$ cat src/rtl/fetch_sequencer.sv
// rtl/fetch_sequencer.sv - fetch PC sequencer with stall, redirect, mult/div busy and fault tracking
module fetch_sequencer #(
    parameter logic [31:0] RESET_PC    = 32'h0000_3000,
    parameter int          IM_WORDS    = 1024,
    parameter int          MULT_CYCLES = 5,
    parameter int          DIV_CYCLES  = 10,
    parameter int          CNT_W       = 4
) (
    input  logic        clk,
    input  logic        reset,
    input  logic        hazard_stall,
    input  logic        md_start,
    input  logic        md_is_div,
    input  logic        md_use,
    input  logic        redirect,
    input  logic [31:0] redirect_pc,
    output logic [31:0] pc,
    output logic        if_valid,
    output logic        stall_d,
    output logic        md_busy,
    output logic        pc_fault
);

    localparam logic [1:0] ST_BOOT  = 2'd0;
    localparam logic [1:0] ST_RUN   = 2'd1;
    localparam logic [1:0] ST_FAULT = 2'd2;

    // One past the last legal fetch address; 33 bits so the bound cannot wrap.
    localparam logic [32:0] PC_LIMIT = {1'b0, RESET_PC} + (33'(IM_WORDS) << 2);

    localparam logic [CNT_W-1:0] MULT_LOAD = CNT_W'(MULT_CYCLES);
    localparam logic [CNT_W-1:0] DIV_LOAD  = CNT_W'(DIV_CYCLES);

    logic [1:0]       state_q, state_d;
    logic [31:0]      pc_q, pc_d;
    logic [CNT_W-1:0] cnt_q, cnt_d;

    logic [31:0] cand_pc;
    logic        cand_illegal;
    logic        running;

    assign running  = (state_q == ST_RUN);
    assign pc       = pc_q;
    assign if_valid = running;
    assign pc_fault = (state_q == ST_FAULT);
    assign md_busy  = (cnt_q != '0);
    assign stall_d  = running & (hazard_stall | (md_busy & md_use));

    // Candidate next fetch address and its legality against the memory window.
    always_comb begin
        cand_pc      = redirect ? redirect_pc : (pc_q + 32'd4);
        cand_illegal = (cand_pc[1:0] != 2'b00)
                     | (cand_pc < RESET_PC)
                     | ({1'b0, cand_pc} >= PC_LIMIT);
    end

    // Sequencing: BOOT lasts one cycle, RUN accepts unstalled candidates, FAULT is terminal.
    always_comb begin
        state_d = state_q;
        pc_d    = pc_q;
        case (state_q)
            ST_BOOT: state_d = ST_RUN;
            ST_RUN: begin
                if (!stall_d) begin
                    if (cand_illegal) begin
                        state_d = ST_FAULT;
                    end else begin
                        pc_d = cand_pc;
                    end
                end
            end
            ST_FAULT: state_d = ST_FAULT;
            default:  state_d = ST_BOOT;
        endcase
    end

    // Mult/div busy counter: a start (re)loads, otherwise count down to zero.
    always_comb begin
        cnt_d = cnt_q;
        if (md_start) begin
            cnt_d = md_is_div ? DIV_LOAD : MULT_LOAD;
        end else if (cnt_q != '0) begin
            cnt_d = cnt_q - 1'b1;
        end
    end

    // State registers with asynchronous active-low reset.
    always_ff @(posedge clk or negedge reset) begin
        if (!reset) begin
            state_q <= ST_BOOT;
            pc_q    <= RESET_PC;
            cnt_q   <= '0;
        end else begin
            state_q <= state_d;
            pc_q    <= pc_d;
            cnt_q   <= cnt_d;
        end
    end

endmodule
$ cat config.mk
export PLATFORM = sky130hd
export DESIGN_NAME = fetch_sequencer
export DESIGN_NICKNAME = d
export VERILOG_FILES = /design/src/rtl/fetch_sequencer.sv
export SDC_FILE = /design/constraint.sdc
export NUM_CORES = 1
export LEC_CHECK = 0
export ABC_AREA = 1
export CAP_MARGIN = 0
export CORE_MARGIN = 1
export CORE_UTILIZATION = 40
export CTS_CLUSTER_SIZE = 25
export DETAILED_ROUTE_END_ITERATION = 8
export PLACE_DENSITY = 0.71
export SLEW_MARGIN = 20
export SYNTH_ARGS = -nofsm -noshare
export SYNTH_HDL_FRONTEND = slang
export SYNTH_SLANG_ARGS = --single-unit
$ cat constraint.sdc
create_clock -name clk -period 2.03 [get_ports clk]
set_input_delay 0.406 -clock clk [delete_from_list [all_inputs] [get_ports clk]]
set_output_delay 0.406 -clock clk [all_outputs]
set_load 0.005 [all_outputs]
==> run_results.csv <==
group,metric,value,unit
outcome,status,"finished with violations",
critical_path,ff2ff_path_depth,17,
detailed_routing,totalWireLength,10230,µm
detailed_routing,drt-wirelength-per-cell,13.61,µm
clocking,clk_transition_reported_paths,0.08,ns
cells_and_area,final-instance-count-excl-fill,752,
critical_path,path_common_cell,"nand2_1",
placement,port_buffers,74,
yosys,synth-edff-count,0,
detailed_routing,drc,0,
critical_path,timing.critical_path.slowest_stage_cell,"dfrtp_1",
clocking,cts_htree_levels,2,
yosys,synth.largest_area_cell,"dfrtp_1",
yosys,synthesis.area_per_instance,6.305,µm²
yosys,mappedNetlistNets,530,
cells_and_area,final_layout_size_suffix_gt1_share,34.76,%
outcome,violations,"negative setup slack",
timing,maxSlewHeadroom,66.39,%
critical_path,worstSetupStartpointType,"register",
cells_and_area,nNetsFinal,697,
critical_path,worst_ep_arrival_time,2.52,ns
global_routing,grt_pass1_vias,3362,
pwr,p_per_area,397.0,nW/µm²
yosys,netlist.area_leader.share,29.46,%
critical_path,critical_path_depth,17,
yosys,synth_seq_cells,38,
detailed_routing,route.vias.total,3670,
global_routing,grt_use_total,25.71,%
yosys,synth_top_cells_by_count,"nand2_1, nor2_1, inv_1, dfrtp_1, nand3_1",
cells_and_area,area_of_combinational_cells_with_multiple_inputs,2039,µm²
timing,timing.final.setup_violations,34,
timing,finalWorstSetupSlack,-0.2987,ns
global_routing,antenna_found_initial,0,
hold_path,hp-class,"input pin to async pin",
floorplan,design.die.area,7999,µm²
cells_and_area,syn2layout_area_growth,61.82,%
cells_and_area,diodes,0,
yosys,ys_types,29,
critical_path,worstSetupEndpointType,"register",
placement,place.gp.congestion,0.9395,
pwr,cellLeakagePower,2.428,nW
detailed_routing,antenna_violating_nets_remaining,0,
critical_path,series_of_cell_instances_along_the_critical_path,"nand2_2, buf_4, nor2_1, nand2_1, nor2_2, nand2_1, nand2_1, nand3_1, nand2_1, inv_1, nor2_1, nand2_2, nor2_8, nand3_4, clkbuf_16, nand2_4, nand2_1",
critical_path,critPathKind,"register to register",
timing,timing_worst_slew_pin_value,0.5041,ns
cells_and_area,register_area,953.4,µm²
clocking,cts_tree,"built",
yosys,syn_area,3058,µm²
global_routing,grt_first_pass_wirelength,15530,µm
timing,drv_slew,0,
placement,dpl.hpwl,7670,µm
critical_path,worst-path-buf-inv,3,
critical_path,crit_path_max_fanout,8,
floorplan,die_width,89.44,µm
clocking,ctsLongestPathBuffers,2,
global_routing,globalRouteOverflowTotal,0,
clocking,insertion_delay_to_the_later_sink_of_the_worst_skew_pair,0.29,ns
critical_path,worst_path_largest_cell_delay,0.45,ns
floorplan,core_region_area,7331,µm²
detailed_routing,avgViaCountPerCell,4.880,
floorplan,top_level_ports,75,
timing,min_period,2.329,ns
critical_path,cp_data_required_time,2.22,ns
yosys,synth_sequential_area_ratio,31.18,%
detailed_routing,dr.first_iter.drc_count,251,
timing,hold_violations,0,
clocking,cts_inserted_buffers,5,
global_routing,grt_max_degree,39,
floorplan,start_util,41.71,%
clocking,clock_sink_count,38,
yosys,post_synth_inst_count,485,
timing,finalClockSkew,0.001607,ns
placement,placed_cells_incl_taps,734,
pwr,sum_of_internal_switching_and_leakage_power,1.965,mW
detailed_routing,detailedRoute.firstPassIterationCount,5,
critical_path,critical-path-top-delay-family,"simple AND/OR/NAND/NOR gates",
cells_and_area,layout.filler_cells,627,
run,timing.max_cap.violations,0,
yosys,postSynth.asyncResetShare,100.0,%
floorplan,fp.dieH,89.44,µm
floorplan,std_cell_rows,31,
timing,unrepaired_setup_endpoints_after_global_routing,"true",
timing,part_of_the_cycle_the_worst_path_needs,114.7,%
yosys,yosys_most_used_dff,"dfrtp_1",
yosys,yosys.cell_count.top_type,"nand2_1",
yosys,yosys_warnings,0,
timing,clock.fmax,0.4294,GHz
yosys,synth_area_leaders,"dfrtp_1, nand2_1, nor2_1",
pwr,power.ir.vdd_worst,0.4024,mV
clocking,root_buffer,"clkbuf_8",
## layout make-up
| cell class | count | share of cell area, % |
|---|---|---|
| multi-input combinational | 378 | 41.21 |
| timing repair buffer | 171 | 30.70 |
| sequential | 38 | 19.27 |
| inverter | 58 | 4.399 |
| tap | 99 | 2.503 |
| clock buffer | 6 | 1.669 |
| clock inverter | 2 | 0.2528 |
## worst register-to-register path, cell delays in order, from the launching register on
cell and delay, ns:
dfrtp_1 0.45, nand2_2 0.11, buf_4 0.16, nor2_1 0.10, nand2_1 0.07, nor2_2 0.15, nand2_1 0.08, nand2_1 0.06
nand3_1 0.10, nand2_1 0.09, inv_1 0.04, nor2_1 0.10, nand2_2 0.10, nor2_8 0.13, nand3_4 0.14, clkbuf_16 0.23
nand2_4 0.06, nand2_1 0.04
## where the power goes
part / switching [mW] / internal [mW]
clock network: 0.292 / 0.273
logic: 0.287 / 0.293
registers: 0.0239 / 0.795
## repair_timing
action / 4_1_cts / 5_1_grt
resized for setup: 24 / 44
gates cloned: 1 / 1
setup endpoints to repair: 36 / 35
pin swaps: 9 / 5
buffers inserted: 2 / 6
hold buffers: 0 / 0
## logic make-up after synthesis
family,share of synthesized area [%]
compound gates,3.110
xor+xnor,2.578
fa+ha+maj,2.455
buf+inv,9.288
flops,31.18
simple gates,51.39
## final timing paths
path                       slack (ns)         end       start
min                              0.16      pc[25]       reset
min in group clk                 0.51  state_q[1]  state_q[1]
max reg2reg                     -0.30       pc[6]       pc[7]
max                             -0.30       pc[6]       pc[7]
max in group asynchronous        1.50      pc[12]       reset
min reg2reg                      0.51  state_q[1]  state_q[1]
## flip-flops by register name, summed over array words and instances, names as in the netlist
signal and count:
state_q 2, cnt_q 4, pc 32
## layer usage
metal  track usage [%]  share of wire [%]
met3             4.063                5.5
met5                 0                  0
met4             8.081                2.4
met2             42.26                 47
met1             34.70                 46
## stage by stage
step | setup WS, ns | setup TNS (ns) | area (µm²) | util (%) | hold slack, ns
after floorplan | -0.03285 | -0.7872 | 3094 | - | 0.1104
after global placement | -0.4274 | -10.62 | 4549 | 62.06 | 0.4824
after detailed placement | -0.4978 | -11.71 | 4549 | 62.06 | 0.4970
after CTS | -0.2303 | -7.277 | 4745 | 64.72 | 0.1785
after global routing | -0.4432 | -13.96 | 4949 | 67.50 | 0.1986
final | -0.2987 | -9.144 | 4949 | 67.50 | 0.1560
## cells in the final DEF (no fill, tap or decap), types with 12 or more instances in the layout
master	instances
nand3_1	31
nor2_1	39
dfrtp_1	36
buf_4	93
inv_2	21
nand2_1	159
nand2_2	42
inv_1	37
or2_2	15
nor2_2	12
nand4_1	12
clkdlybuf4s50_1	71
nor2_4	12
(Power assumes the default switching activity.)
